[src/rtl/button_ctrl_n_if.sv]
// button_ctrl_n_if: front-panel controller signal bundle
// Ports (slave = controller side):
//   i_btn            raw bouncing buttons, active-high
//   i_alarm_active   alarm currently ringing
//   o_btn_db         debounced levels
//   o_short_p        short-press release pulses
//   o_long_p         long-press pulses
//   o_mode           0=RUN 1=SET_T 2=SET_A
//   o_semnal_setare  mode==SET_T
//   o_semnal_setare_a mode==SET_A
//   o_semnal_stop    alarm-stop pulse
//   o_semnal_inc     increment pulse
//   o_semnal_dec     decrement pulse
//   o_led            mode!=RUN
interface button_ctrl_n_if #(parameter int N_BTN = 3);
    logic [N_BTN-1:0] i_btn;
    logic             i_alarm_active;
    logic [N_BTN-1:0] o_btn_db;
    logic [N_BTN-1:0] o_short_p;
    logic [N_BTN-1:0] o_long_p;
    logic [1:0]       o_mode;
    logic             o_semnal_setare;
    logic             o_semnal_setare_a;
    logic             o_semnal_stop;
    logic             o_semnal_inc;
    logic             o_semnal_dec;
    logic             o_led;
    modport slave (
        input  i_btn, i_alarm_active,
        output o_btn_db, o_short_p, o_long_p, o_mode, o_semnal_setare, o_semnal_setare_a,
               o_semnal_stop, o_semnal_inc, o_semnal_dec, o_led
    );
    modport master (
        output i_btn, i_alarm_active,
        input  o_btn_db, o_short_p, o_long_p, o_mode, o_semnal_setare, o_semnal_setare_a,
               o_semnal_stop, o_semnal_inc, o_semnal_dec, o_led
    );
endinterface

[src/rtl/button_ctrl_n.sv]
// button_ctrl_n: N debounced buttons with short/long press detection driving the clock/alarm mode FSM
// Ports:
//   i_clock  system clock, rising edge
//   i_reset  synchronous active-high reset
//   bus      button_ctrl_n_if.slave: raw buttons/alarm in; debounced levels, press pulses,
//            mode and inc/dec/stop pulses out
module button_ctrl_n #(
    parameter int N_BTN       = 3,
    parameter int DEB_CYCLES  = 4,
    parameter int LONG_CYCLES = 16,
    parameter int TIMEOUT     = 64,
    parameter int CNT_W       = 8
) (
    input  logic            i_clock,
    input  logic            i_reset,
    button_ctrl_n_if.slave  bus
);
    typedef enum logic [1:0] {RUN = 2'd0, SET_T = 2'd1, SET_A = 2'd2} state_t;
    logic [N_BTN-1:0] r_s1, r_s2, r_db, r_short, r_long;
    logic [CNT_W-1:0] r_deb [N_BTN];
    logic [CNT_W-1:0] r_hold [N_BTN];
    logic [CNT_W-1:0] r_to, w_to;
    state_t           r_state, w_state;
    logic             r_stop, r_inc, r_dec, w_stop, w_inc, w_dec;
    logic             w_any, w_ev0, w_to_hit;
    always_ff @(posedge i_clock) begin
        if (i_reset) begin
            r_s1    <= '0;
            r_s2    <= '0;
            r_db    <= '0;
            r_short <= '0;
            r_long  <= '0;
            for (int c = 0; c < N_BTN; c++) begin
                r_deb[c]  <= '0;
                r_hold[c] <= '0;
            end
        end else begin
            r_s1 <= bus.i_btn;
            r_s2 <= r_s1;
            for (int c = 0; c < N_BTN; c++) begin
                if (r_s2[c] == r_db[c])
                    r_deb[c] <= '0;
                else if (r_deb[c] == CNT_W'(DEB_CYCLES-1)) begin
                    r_db[c]  <= r_s2[c];
                    r_deb[c] <= '0;
                end else
                    r_deb[c] <= r_deb[c] + CNT_W'(1);
                r_hold[c]  <= !r_db[c] ? '0 : r_hold[c] + CNT_W'(r_hold[c] < CNT_W'(LONG_CYCLES));
                r_long[c]  <= r_db[c] && r_hold[c] == CNT_W'(LONG_CYCLES-1);
                // hold is nonzero with the level low only in the cycle right after release
                r_short[c] <= !r_db[c] && r_hold[c] != '0 && r_hold[c] < CNT_W'(LONG_CYCLES);
            end
        end
    end
    always_comb begin
        w_state  = r_state;
        w_stop   = 1'b0;
        w_inc    = 1'b0;
        w_dec    = 1'b0;
        w_any    = |(r_short | r_long);
        w_ev0    = r_short[0] | r_long[0];
        w_to_hit = r_state != RUN && !w_any && r_to == CNT_W'(TIMEOUT-1);
        w_to     = (r_state == RUN || w_any || w_to_hit) ? '0 : r_to + CNT_W'(1);
        if (r_state == RUN) begin
            w_stop  = bus.i_alarm_active && w_any;
            w_state = (!w_stop && r_long[0]) ? SET_T : RUN;
        end else begin
            w_inc   = !w_ev0 && r_short[1] && !r_short[2];
            w_dec   = !w_ev0 && r_short[2] && !r_short[1];
            w_state = (r_state == SET_T && r_short[0]) ? SET_A : (w_ev0 || w_to_hit) ? RUN : r_state;
        end
    end
    always_ff @(posedge i_clock) begin
        if (i_reset) begin
            r_state <= RUN;
            r_to    <= '0;
            r_stop  <= 1'b0;
            r_inc   <= 1'b0;
            r_dec   <= 1'b0;
        end else begin
            r_state <= w_state;
            r_to    <= w_to;
            r_stop  <= w_stop;
            r_inc   <= w_inc;
            r_dec   <= w_dec;
        end
    end
    assign bus.o_btn_db          = r_db;
    assign bus.o_short_p         = r_short;
    assign bus.o_long_p          = r_long;
    assign bus.o_mode            = r_state;
    assign bus.o_semnal_setare   = r_state == SET_T;
    assign bus.o_semnal_setare_a = r_state == SET_A;
    assign bus.o_led             = r_state != RUN;
    assign bus.o_semnal_stop     = r_stop;
    assign bus.o_semnal_inc      = r_inc;
    assign bus.o_semnal_dec      = r_dec;
endmodule

[src/flat_wrapper.sv]
// flat-port wrapper written by rule: the top's interface ports become plain ports
module button_ctrl_n_flat 
#(
    parameter int N_BTN       = 3,
    parameter int DEB_CYCLES  = 4,
    parameter int LONG_CYCLES = 16,
    parameter int TIMEOUT     = 64,
    parameter int CNT_W       = 8
)
  (i_clock, i_reset, bus_i_btn, bus_i_alarm_active, bus_o_btn_db, bus_o_short_p, bus_o_long_p, bus_o_mode, bus_o_semnal_setare, bus_o_semnal_setare_a, bus_o_semnal_stop, bus_o_semnal_inc, bus_o_semnal_dec, bus_o_led);
  button_ctrl_n_if #(.N_BTN(N_BTN)) bus_i ();
  input  logic i_clock;
  input  logic i_reset;
  input wire logic [$bits(bus_i.i_btn)-1:0] bus_i_btn;
  input wire logic [$bits(bus_i.i_alarm_active)-1:0] bus_i_alarm_active;
  output wire logic [$bits(bus_i.o_btn_db)-1:0] bus_o_btn_db;
  output wire logic [$bits(bus_i.o_short_p)-1:0] bus_o_short_p;
  output wire logic [$bits(bus_i.o_long_p)-1:0] bus_o_long_p;
  output wire logic [$bits(bus_i.o_mode)-1:0] bus_o_mode;
  output wire logic [$bits(bus_i.o_semnal_setare)-1:0] bus_o_semnal_setare;
  output wire logic [$bits(bus_i.o_semnal_setare_a)-1:0] bus_o_semnal_setare_a;
  output wire logic [$bits(bus_i.o_semnal_stop)-1:0] bus_o_semnal_stop;
  output wire logic [$bits(bus_i.o_semnal_inc)-1:0] bus_o_semnal_inc;
  output wire logic [$bits(bus_i.o_semnal_dec)-1:0] bus_o_semnal_dec;
  output wire logic [$bits(bus_i.o_led)-1:0] bus_o_led;
  assign bus_i.i_btn = bus_i_btn;
  assign bus_i.i_alarm_active = bus_i_alarm_active;
  assign bus_o_btn_db = bus_i.o_btn_db;
  assign bus_o_short_p = bus_i.o_short_p;
  assign bus_o_long_p = bus_i.o_long_p;
  assign bus_o_mode = bus_i.o_mode;
  assign bus_o_semnal_setare = bus_i.o_semnal_setare;
  assign bus_o_semnal_setare_a = bus_i.o_semnal_setare_a;
  assign bus_o_semnal_stop = bus_i.o_semnal_stop;
  assign bus_o_semnal_inc = bus_i.o_semnal_inc;
  assign bus_o_semnal_dec = bus_i.o_semnal_dec;
  assign bus_o_led = bus_i.o_led;
  button_ctrl_n #(.N_BTN(N_BTN), .DEB_CYCLES(DEB_CYCLES), .LONG_CYCLES(LONG_CYCLES), .TIMEOUT(TIMEOUT), .CNT_W(CNT_W)) u_core (.i_clock(i_clock), .i_reset(i_reset), .bus(bus_i));
endmodule
[config.mk]
export PLATFORM = sky130hd
export DESIGN_NAME = button_ctrl_n_flat
export DESIGN_NICKNAME = d
export VERILOG_FILES = /design/src/rtl/button_ctrl_n_if.sv /design/src/rtl/button_ctrl_n.sv /design/src/flat_wrapper.sv
export SDC_FILE = /design/constraint.sdc
export NUM_CORES = 1
export LEC_CHECK = 0
export ABC_AREA = 1
export CAP_MARGIN = 40
export CORE_ASPECT_RATIO = 0.8
export CORE_UTILIZATION = 35
export DETAILED_ROUTE_END_ITERATION = 7
export HOLD_SLACK_MARGIN = 0.03
export PLACE_DENSITY_LB_ADDON = 0.3
export SLEW_MARGIN = 30
export SYNTH_ARGS = -nofsm -noshare
export SYNTH_HDL_FRONTEND = slang
export SYNTH_SLANG_ARGS = --single-unit
[constraint.sdc]
create_clock -name i_clock -period 2 [get_ports i_clock]
set_clock_uncertainty 0.15 [all_clocks]
set_input_delay 0.2 -clock i_clock [delete_from_list [all_inputs] [get_ports i_clock]]
set_output_delay 0.2 -clock i_clock [all_outputs]
set_load 0.02 [all_outputs]
Word level (Yosys, flattened, before mapping)
Memories as Yosys holds them, arrays and structs flattened. Cells that the tools add are included.

Magnitude comparators: 3. Bitwise logic cells: 18. Equality and inequality tests: 12. Add/sub/neg operators: 7. Reductions and logical operators: 42. Mux-type cells: 55.

Operators with widths (number): 2-to-1 mux 8 bit (15); 2-to-1 mux 1 bit (37); adder 8 x 1 -> 8 bit, second input constant (4); adder 8 x 1 -> 8 bit (3); equality test 8 x 2 -> 1 bit, second input constant (3); equality test 8 x 4 -> 1 bit, second input constant (3); less-than comparator 8 x 5 -> 1 bit, second input constant (3); nonzero test 8 bit (3); logical AND 1 bit (18); OR 1 bit (13); equality test 8 x 6 -> 1 bit, second input constant (1); logical NOT 1 bit (8); 2-to-1 mux 2 bit (3); AND reduction 2 bit (3); OR reduction 2 bit (3); NOT 1 bit (4); equality test 1 bit (3); logical OR 1 bit (3); OR 3 bit (1); nonzero test 3 bit (1); OR reduction 3 bit (1); equality test 2 x 1 -> 1 bit, second input constant (1); equality test 2 bit, second input constant (1); logical NOT 2 bit (1); nonzero test 2 bit (1).

Memories: 2. Memory bits (writable): 48. Register bits: 28. Output and inout port bits: 17. Input bits: 6. Word-level logic and storage cells: 151.

Memories: u_core.r_deb (depth 3, bits a word 8, read ports 3, clocked after Yosys merged registers in 0, wr ports 3, line button_ctrl_n.sv:20) `logic [CNT_W-1:0] r_deb [N_BTN];`; u_core.r_hold (depth 3, bits a word 8, read ports 3, clocked after Yosys merged registers in 0, wr ports 3, line button_ctrl_n.sv:21) `logic [CNT_W-1:0] r_hold [N_BTN];`.

Depth between registers and ports, before layout
Gate-level depths: netlist (run 1).

Word-level depth: 9. Gate-level depth with buffers: 10.

Worst setup path after synthesis (run 1)
No wires, ideal clock.

Kind: register to register. From: memory u_core.r_hold[2][4], in the netlist u_core.r_hold[0][20]. To: memory u_core.r_hold[2][6], in the netlist u_core.r_hold[0][22]. Clock period less this slack: 1623 ps. Slack: 377 ps. Data arrival time: 1355 ps. Stages on the path, launching flop included: 9. Cells stage by stage: dfxtp_1 -> nor4_2 -> ha_1 -> ha_1 -> nand2_1 -> nor2_1 -> nand2_1 -> nand2_1 -> a21oi_1.

RTL lines (line): from (decl) (button_ctrl_n.sv:21).

Worst setup path in the final report (run 1)
From: register u_core.r_state[1], in the netlist u_core.bus.o_mode[1]. To: output port bus_o_led.

Word-level cells in the longest chain between the ends: 1.

Ends and longest elaborated chain: from (decl) (line button_ctrl_n.sv:23) `state_t r_state, w_state;`; from (signal assigned) (line button_ctrl_n.sv:81) `r_state <= w_state;`; nonzero test 2 bit (line button_ctrl_n.sv:94) `assign bus.o_led = r_state != RUN;`; to (decl) (line flat_wrapper.sv:25) `output wire logic [$bits(bus_i.o_led)-1:0] bus_o_led;`.

Every way passes these cells.

==> results of run 1 <==
==> flip-flops by register name (all words and copies together), names as in the netlist, 3 cells and up <==
name                  count
u_core.bus.o_long_p       3
u_core.r_hold            24
u_core.r_to               8
u_core.bus.o_btn_db       3
u_core.r_s1               3
u_core.r_deb             24
u_core.r_s2               3
u_core.bus.o_short_p      3
==> where the power goes <==
group / internal (mW) / switching, mW / total [mW] / leakage (nW)
sequential: 1.62 / 0.0227 / 1.64 / 0.668
combinational: 0.0357 / 0.0559 / 0.0915 / 0.856
clock: 1.03 / 0.584 / 1.61 / 0.152
total: 2.68 / 0.662 / 3.35 / 1.68
==> worst max-delay path by stage <==
stage                                        end                  from  slack [ns]
after floorplan             u_core.r_hold[0][22]  u_core.r_hold[0][20]        0.38
after detailed placement    u_core.r_hold[0][14]  u_core.r_hold[0][13]        0.22
after global placement    u_core.bus.o_long_p[2]               i_reset        0.25
after CTS                              bus_o_led  u_core.bus.o_mode[1]         0.1
final                                  bus_o_led  u_core.bus.o_mode[1]        0.11
after global routing                   bus_o_led  u_core.bus.o_mode[1]        0.03
==> cell usage in the layout (no fill, tap or decap), types with 3 or more instances in the layout <==
| cell type | synthesis | routed |
|---|---|---|
| edfxtp_1 | 24 | 24 |
| nand3_1 | 26 | 26 |
| conb_1 | 1 | 24 |
| o21ai_0 | 16 | 16 |
| clkinv_2 | 0 | 3 |
| nor4_1 | 4 | 4 |
| dfxtp_1 | 52 | 52 |
| xor2_1 | 6 | 6 |
| nand2_2 | 3 | 3 |
| nor2_2 | 5 | 5 |
| clkdlybuf4s50_1 | 0 | 22 |
| a21oi_1 | 26 | 26 |
| nor2_1 | 71 | 71 |
| nand4_1 | 8 | 8 |
| nor3_1 | 13 | 13 |
| ha_1 | 10 | 10 |
| o21ai_2 | 3 | 3 |
| clkbuf_16 | 0 | 10 |
| nand2_1 | 55 | 55 |
| inv_1 | 75 | 75 |
| xnor2_1 | 4 | 4 |
| nor3_2 | 4 | 4 |
==> worst min-delay path, cell delays in order <==
cell	delay, ns
clkdlybuf4s50_1	0.40
inv_1	0.05
nor2_1	0.03
==> layer usage <==
layer  vias up  wire [µm]
met3         6        220
met5         -          0
met1      1175       3000
met4         0         59
li1       1446          -
met2        22       2780
==> cells by family (layout without fill, tap and decap cells) <==
family,after synthesis,in the layout,share of synthesized area (%)
and+or+nand+nor,200,200,27.2
buffers and inverters,78,116,8.50
DFF,76,76,50.5
AOI/OAI and AO/OA,48,48,7.64
adders and majority gates,10,10,3.59
xor gates and xnor gates,10,10,2.51
other,1,24,0.107
==> stage by stage <==
| stage | hold WS, ns | total power [mW] | cell area (µm²) |
|---|---|---|---|
| after floorplan | 0.157 | 1.73 | 3580 |
| after global placement | 0.241 | 1.76 | 3970 |
| after detailed placement | 0.251 | 1.77 | 3970 |
| after CTS | 0.241 | 3.41 | 4270 |
| after global routing | 0.243 | 3.50 | 4270 |
| final | 0.249 | 3.35 | 4270 |
==> layout make-up <==
cell class	instances	share of cell area, %
Clock buffer	11	5.95
Clock inverter	5	1.14
Inverter	77	6.77
Multi-Input combinational cell	292	35.6
Sequential cell	76	41.3
Tap cell	136	3.99
Timing Repair Buffer	23	5.33
==> summary.md, run 1 <==
| Metric | Value |
|---|---|
| Crit-path max cell delay | `0.61 ns` |
| First-pass GRT wire length | `10300 µm` |
| Fin. Hold Viols | `0` |
| Place WS | `0.218 ns` |
| Layout cell share with drive strength beyond 1 | `9.09%` |
| Hold path cells | `3` |
| Worst Reg-to-Reg Cells | `10` |
| CP arrival | `1.54 ns` |
| Seq/Total Area, Yosys | `50.5%` |
| Setup TNS | `0 ns` |
| Worst reg2reg path endpoint | `u_core.r_hold[0][14]` |
| Core Rows | `32` |
| Finished Core Util | `44.2%` |
| Initial DRC count | `99` |
| Register area | `1760 µm²` |
| Slowest CP cell | `clkdlybuf4s50_1` |
| Vias in the first global route | `2435` |
| Yosys warns | `0` |
| Post-CTS Repair Setup Buffers | `0` |
| Worst hold path class | `input port to flip-flop` |
| Final cycle utilization of the critical path | `94.5%` |
| Avg Inst Size Synth | `8.25 µm²` |
| Post-layout minimum cycle time | `1.89 ns` |
| CTS root buffer | `clkbuf_16` |
| Met1 Usage GRT | `15.2%` |
| Cts repair resizes | `0` |
| Achievable frequency | `529 MHz` |
| N_diodes | `0` |
| CTS tree | `yes` |
| Routed WL | `6050 µm` |
| Most used routing layer in global routing | `met2` |
| CTS buffer count | `9` |
| GRT overflow | `0` |
| Clock Latency Late Sink | `0.33 ns` |
| CP startpoint kind | `flip-flop` |
| CP cell instances | `nor2_1, inv_1, clkdlybuf4s50_1` |
| Clock buffer depth | `2` |
| RSZ-0062 raised after global routing | `no` |
| Placed Cells | `604` |
| Number of flops mapped to enable cells by yosys | `24` |
| Max_cap viols | `0` |
| PortBufs | `22` |
| Outcome | `finished, final reports clean` |
| Die area | `10400 µm²` |
| Router iterations before antenna repair | `4` |
| Layout Cells excl Fill | `620` |
| DR vias/cell | `4.27` |
| Post-route ant nets | `0` |
| WS Path Type | `flip-flop to primary output` |
| Most common cell in the synthesized netlist | `inv_1` |
| Clock slew seen by the registers of the worst setup and hold paths | `0.06 ns` |
| Largest net degree at the start of global routing | `14` |
| Gr usage total | `12.8%` |
| Core area | `9650 µm²` |
| Final Max Slew Viols | `0` |
| R2R Setup Slk | `0.23 ns` |
| P&R area growth vs syn | `22.3%` |
| Critical path depth in cells | `3` |
| Post-Synthesis Cells | `423` |
| Die X | `114 µm` |
| Sum of buffers and inverters on the critical path | `2` |
| Synth async-reset ratio | `0%` |
| Pwr dens | `784 nW/µm²` |
| H-tree Lvls | `3` |
| DRC viols | `0` |
| Main synth FF type | `dfxtp_1` |
| VDD IR max | `0.000439 V` |
| Mapped Area | `3490 µm²` |
| Initial Util | `36.2%` |
| Via count | `2649` |
| Post-DP HPWL | `4600 µm` |
| Min-Delay Endpoint | `u_core.r_s1[0]` |
| Hold_buf cts | `0` |
| GPL Wtd Cong | `0.821` |
| Largest cells by area after synthesis | `dfxtp_1 (30%), edfxtp_1 (21%), inv_1 (8.1%)` |
| Clk sink count | `76` |
| Post-synth top area share | `29.8%` |
| Setup ws final | `0.111 ns` |
| Post-synth cell types | `30` |
| RR Startpoint | `u_core.r_hold[0][13]` |
| FILL cells | `939` |
| Largest area contributor in the netlist | `dfxtp_1` |
| HP Start | `bus_i_btn[0]` |
| CP Capture Type | `primary output` |
| Initial antenna violation count | `0` |
| I/O pins | `23` |
| Crit Path Max Fanout | `5` |
| Final net count | `495` |
| Leak | `1.68 nW` |
| FF+latch count, synth | `76` |
| Data required time of the worst path | `1.65 ns` |
| Die Span Y | `91.3 µm` |
| Crit path max-delay family | `buffers and inverters` |
| WL/cell | `9.76 µm` |
| M2 GR Usage | `21.0%` |
| Top cells by count, synth | `inv_1 (75), nor2_1 (71), nand2_1 (55)` |
| Area occupied by multi-input gates | `1520 µm²` |
| Grt met3 use | `5.27%` |
| # setup viols final | `0` |
(Power assumes the default switching activity.)
==> run 2: changes to the inputs <==
==> constraint.sdc (replaced) <==
create_clock -name i_clock -period 2 [get_ports i_clock]
set_clock_uncertainty 0.15 [all_clocks]
set_input_delay 0.3 -clock i_clock [delete_from_list [all_inputs] [get_ports i_clock]]
set_output_delay 0.3 -clock i_clock [all_outputs]
set_load 0.02 [all_outputs]
==> summary.md, run 2 (same netlist as run 1, synthesis figures left out) <==
| Metric | Value |
|---|---|
| Hold path cells | `2 (-1)` |
| CTS root buffer | `clkbuf_16` |
| PortBufs | `22 (unchanged)` |
| Final net count | `496 (+0.20%)` |
| RSZ-0062 raised after global routing | `no` |
| Achievable frequency | `525 MHz (-0.78%)` |
| Die area | `10400 µm² (unchanged)` |
| Commonest non-fill, non-tap cell in the layout | `inv_1` |
| Layout cell share with drive strength beyond 1 | `9.90% (+0.81 points)` |
| Setup TNS | `0 ns (unchanged)` |
| Post-route ant nets | `0 (unchanged)` |
| Clk sink count | `76 (unchanged)` |
| CP startpoint kind | `flip-flop` |
| P&R area growth vs syn | `23.6%` |
| First-pass GRT wire length | `10600 µm (+3.2%)` |
| Pwr dens | `815 nW/µm² (+3.9%)` |
| WS Path Type | `flip-flop to primary output` |
| Crit-path max cell delay | `0.60 ns (about the same)` |
| Data required time of the worst path | `1.55 ns (-0.10 ns)` |
| DRC viols | `0 (unchanged)` |
| Clock buffer depth | `2 (unchanged)` |
| Regs by FF count | `u_core.r_deb x24, u_core.r_hold x24, u_core.r_to x8` |
| DR top layer | `met4` |
| N_diodes | `0 (unchanged)` |
| Die X | `114 µm (unchanged)` |
| Routed WL | `6050 µm (about the same)` |
| Sum of buffers and inverters on the critical path | `2 (unchanged)` |
| Power share of the sequential group | `46.7% (-2.4 points)` |
| H-tree Lvls | `3 (unchanged)` |
| Worst Reg-to-Reg Cells | `10 (unchanged)` |
| VDD IR max | `0.000532 V (+21%)` |
| Metal2 WL | `2880 µm (+3.5%)` |
| Net Sw Frac | `19.1% (-0.69 points)` |
| Vias in the first global route | `2491 (+2.3%)` |
| Clock slew seen by the registers of the worst setup and hold paths | `0.06 ns (about the same)` |
| Router iterations before antenna repair | `4 (unchanged)` |
| Fin. Hold Viols | `0 (unchanged)` |
| Most frequent cells in the layout | `inv_1 (75), nor2_1 (70), nand2_1 (55), dfxtp_1 (52)` |
| Core area | `9650 µm² (unchanged)` |
| Clock Latency Late Sink | `0.33 ns (about the same)` |
| Place WS | `0.131 ns (-0.0868 ns)` |
| Int Power | `2.84 mW (+5.9%)` |
| # setup viols final | `0 (unchanged)` |
| Die Span Y | `91.3 µm (unchanged)` |
| Critical path depth in cells | `3 (unchanged)` |
| Post-layout minimum cycle time | `1.90 ns (+0.0149 ns)` |
| P_sw | `0.671 mW (+1.3%)` |
| CP arrival | `1.45 ns (-0.09 ns)` |
| Outcome | `finished, final reports clean` |
| Setup ws final | `0.0956 ns (-0.0149 ns)` |
| CP Capture Type | `primary output` |
| Leak | `1.72 nW (+2.6%)` |
| CTS buffer count | `9 (unchanged)` |
| Slowest CP cell | `clkdlybuf4s50_1` |
| CP cell instances | `inv_1, nor2_1, clkdlybuf4s50_1` |
| Post-CTS Repair Setup Buffers | `0 (unchanged)` |
| Combinational group share of total power | `2.6% (about the same)` |
| Initial DRC count | `119 (+20%)` |
| Met3 routed WL | `252 µm (+15%)` |
| Final cycle utilization of the critical path | `95.2% (+0.74 points)` |
| Clock share of power | `50.7% (+2.5 points)` |
| Worst hold path class | `flip-flop to flip-flop` |
| DR vias/cell | `4.39 (+2.7%)` |
| Initial Util | `36.2% (unchanged)` |
| GRT overflow | `0 (unchanged)` |
| Initial antenna violation count | `0 (unchanged)` |
| CTS tree | `yes` |
| Largest net degree at the start of global routing | `13 (-1)` |
| R2R Setup Slk | `0.18 ns (-0.05 ns)` |
| Via count | `2724 (+2.8%)` |
| WL/cell | `9.74 µm (-0.21%)` |
| I/O pins | `23 (unchanged)` |
| Placed Area | `3970 µm² (+0.19%)` |
| Crit path max-delay family | `buffers and inverters` |
| Met1 wire length | `2830 µm (-5.4%)` |
| Max_cap viols | `0 (unchanged)` |
| Hold Slack | `0.259 ns (+0.0103 ns)` |
| Final Max Slew Viols | `0 (unchanged)` |
| Design area | `4310 µm² (+1.1%)` |
| Gr usage total | `13.2% (+0.39 points)` |
| Crit Path Max Fanout | `5 (unchanged)` |
| Post-DP HPWL | `4620 µm (+0.25%)` |
| GPL Wtd Cong | `0.751 (-8.5%)` |
| Core Rows | `32 (unchanged)` |
## run 2: metal layers
layer / GRT usage, % / vias to the layer above
met3: 5.01 / 7
met5: 0 / -
met2: 22.0 / 33
met4: 5.26 / 0
li1: - / 1456
met1: 15.3 / 1228
## run 2: path summary, 6_finish.rpt
check                                          start               endpoint
worst max register to register  u_core.r_hold[0][12]   u_core.r_hold[0][14]
worst max-delay path            u_core.bus.o_mode[1]  bus_o_semnal_setare_a
worst min register to register        u_core.r_s1[0]         u_core.r_s2[0]
worst min-delay path                  u_core.r_s1[0]         u_core.r_s2[0]
## run 2: what timing repair did
action                                 CTS  global route
endpoints found under the hold margin    0             0
gates resized for setup                  1             3
setup endpoints to repair                1             3
hold buffers                             0             0
## run 2: through the flow
stage / utilization, % / std cells / power [mW]
after CTS: 44.7 / 621 / 3.57
after detailed placement: 41.2 / 605 / 1.76
after global placement: 41.2 / 605 / 1.76
final: 44.7 / 621 / 3.51
after global routing: 44.7 / 621 / 3.65
after floorplan: - / 446 / 1.73
## run 2: power groups by stage
stage	clock, mW	combinational, mW	sequential (mW)
4_1_cts	1.83	0.0910	1.64
3_5_place_dp	0	0.0900	1.67
6_report	1.78	0.0905	1.64
5_1_grt	1.90	0.107	1.65
3_3_place_gp	0	0.0889	1.67
2_1_floorplan	0	0.0647	1.67
## run 2: cell type report
class	instances	area (µm²)
clock buffer	12	267
clock inverter	4	70.1
fill	972	5340
inverter	77	289
multi-input combinational	292	1520
sequential	76	1760
tap	136	170
timing repair buffer	24	236
## run 2: worst min-delay path, cell delays in order, from the launching register on
cell	delay [ns]
dfxtp_1	0.30
inv_1	0.04
nor2_1	0.03
==> RTL change, RTL diff (settings of run 1) <==
`CNT_W` is set to 8 in 2 places; all go to 9.
--- a/src/rtl/button_ctrl_n.sv
+++ b/src/rtl/button_ctrl_n.sv
@@ -10,5 +10,5 @@
     parameter int LONG_CYCLES = 16,
     parameter int TIMEOUT     = 64,
-    parameter int CNT_W       = 8
+    parameter int CNT_W       = 9
 ) (
     input  logic            i_clock,
--- a/src/flat_wrapper.sv
+++ b/src/flat_wrapper.sv
@@ -6,5 +6,5 @@
     parameter int LONG_CYCLES = 16,
     parameter int TIMEOUT     = 64,
-    parameter int CNT_W       = 8
+    parameter int CNT_W       = 9
 )
   (i_clock, i_reset, bus_i_btn, bus_i_alarm_active, bus_o_btn_db, bus_o_short_p, bus_o_long_p, bus_o_mode, bus_o_semnal_setare, bus_o_semnal_setare_a, bus_o_semnal_stop, bus_o_semnal_inc, bus_o_semnal_dec, bus_o_led);
Function: no difference found for any inputs over 10 cycles, from zero or initial values and one cycle with i_reset high; that may be too few to reach the edited logic, so the function may still have changed.
==> RTL change against run 1 <==
  * Non-clock buffer count up 4
  * Final area up 8.6%
  * Synthesized area up 9.4%
  * Sequential cell count up 7
  * Routed wire length up 18%
  * Total power up 0.29%
  * Sequential share of layout area up 0.44 points
  * Sequential power up 9.8%
  * Worst setup slack better by 2.7 ps
  * Critical path depth unchanged
  * Critical endpoint unchanged
  * Highest routed layer unchanged
==> RTL change: results (changes against run 1) <==
hold_start: "bus_i_btn[0]"  # unchanged
timing.rr.end: "u_core.r_hold[0][24]$_SDFF_PP0_"  # was u_core.r_hold[0][14]$_SDFF_PP0_
synth_common_cells: "79 x nor2_1, 69 x inv_1, 61 x nand2_1"  # was 75 x inv_1, 71 x nor2_1, 55 x nand2_1
vias_per_cell: 4.47  # was 4.27
leakagePower_nw: 1.82  # was 1.68 nW
ys_seq_area_share_pct: 50.6  # was 50.5%
dp_hpwl_um: 5140  # was 4600 um
cts-root-buf: "clkbuf_16"  # unchanged
regToRegSetupSlack_ps: 120  # was 230 ps
reg_top3: "u_core.r_deb: 27 flops, u_core.r_hold: 27 flops, u_core.r_to: 9 flops"  # was u_core.r_deb: 24 flops, u_core.r_hold: 24 flops, u_core.r_to: 8 flops
synth_compound_area_share_pct: 5.41  # was 7.64%
endpoint: "bus_o_led"  # unchanged
path_delay_family: "buffers and inverters"  # unchanged
ys_warn_count: 0  # unchanged
finalNetCount: 538  # was 495
hp-class: "in2reg"  # unchanged
gp_congestion: 0.802  # was 0.821
cts_buffers: 9  # unchanged
synthAdderAreaFrac_pct: 3.28  # was 3.59%
synthTopCellsByArea: "dfxtp_1 29%, edfxtp_1 21%, nor2_1 7.8%"  # was dfxtp_1 30%, edfxtp_1 21%, inv_1 8.1%
htree_levels: 3  # unchanged
clk_pin_slew_ps: 60  # about the same
reg2reg_depth: 10  # unchanged
slowest_stage: "clkdlybuf4s50_1"  # unchanged
status: "finished clean"  # unchanged
drt_wl_total_um: 7120  # was 6050 um
clock_latency_ps: 330  # about the same
synth_xor_area_share_pct: 4.13  # was 2.51%
async_reset_ff_share_pct: 0  # unchanged
drive_above_1_share_pct: 9.87  # was 9.09%
io_buffers: 22  # unchanged
whs_endpoint: "u_core.r_s1[0]$_SDFF_PP0_"  # unchanged
antenna_cells: 0  # unchanged
synth.mux.area_fraction_pct: 0  # unchanged
worstReg2RegStart: "u_core.r_hold[0][24]$_SDFF_PP0_"  # was u_core.r_hold[0][13]$_SDFF_PP0_
cpPeakStageDelay_ps: 620
place_area_sq_um: 4310  # was 3970 sq um
synth.distinct_cells: 30  # unchanged
antenna_found_initial: 0  # unchanged
synth_edf_count: 27  # was 24
first_global_vias: 2772  # was 2,435
grt_max_degree: 13  # was 14
drt-pass1-iter-count: 5  # was 4
cts.hold.buffers_added: 0  # unchanged
grt_pass1_wl_um: 12000  # was 10,300 um
crit_start: "u_core.bus.o_mode[0]$_SDFFE_PP0P_"  # was u_core.bus.o_mode[1]$_SDFFE_PP0P_
peakVddDrop_uv: 456  # was 439 uV
drtIter0Drc: 125  # was 99
cp.arrival_ps: 1540  # about the same
hold-path-cell-count: 3  # unchanged
grtUsageTotal_pct: 13.5  # was 12.8%
crit_path_max_fanout: 4  # was 5
clockBufferDepth: 2  # unchanged
-- RTL change: area by class of cell --
type                            instances  area, sq um
Multi-Input combinational cell        329         1740
Clock inverter                          4         16.3
Sequential cell                        83         1930
Tap cell                              140          175
Inverter                               72          270
Clock buffer                           12          246
Timing Repair Buffer                   27          260
Fill cell                            1021         5810
-- RTL change: cell families (layout without fill, tap and decap cells) --
family,count (synthesis),after routing
XOR/XNOR,18,18
AND/OR/NAND/NOR,235,235
buffers and inverters,74,115
AO/OA/AOI/OAI,39,39
flip-flops,83,83
adder cells (fa/ha/maj),10,10
other,1,27
-- RTL change: report_power, final --
group          leakage [nW]  internal [mW]  switching [mW]
Combinational         0.957         0.0373          0.0573
Clock                 0.129          0.860           0.606
Sequential            0.732           1.77          0.0257
-- RTL change: per-stage QoR --
| step | TNS (ps) | hold slack (ps) | setup slack (ps) | cells |
|---|---|---|---|---|
| 6_report | 0 | 233 | 113 | 667 |
| 5_1_grt | -29.7 | 236 | -29.7 | 667 |
| 4_1_cts | 0 | 216 | 24.2 | 664 |
| 3_5_place_dp | 0 | 253 | 35.2 | 648 |
| 3_3_place_gp | 0 | 253 | 176 | 648 |
| 2_1_floorplan | 0 | 157 | 276 | 486 |
-- RTL change: routing by layer --
metal / vias up / track usage, % / part of all wire [%]
li1: 1601 / - / -
met1: 1336 / 16.3 / 50
met2: 40 / 21.7 / 46
met3: 4 / 4.72 / 3.2
met4: 0 / 6.75 / 0.74
met5: - / 0 / 0
-- RTL change: repair_timing --
action	CTS	global route
setup endpoints to repair	0	9
resized for setup	0	14
buffers inserted	0	3
-- RTL change: worst register-to-register path, delay by kind of cell, from the launching register on --
family	cells	cell delay (ps)
AND/OR/NAND/NOR	3	460
flip-flops	1	350
adder cells (fa/ha/maj)	2	300
buffers and inverters	3	300
AO/OA/AOI/OAI	2	190
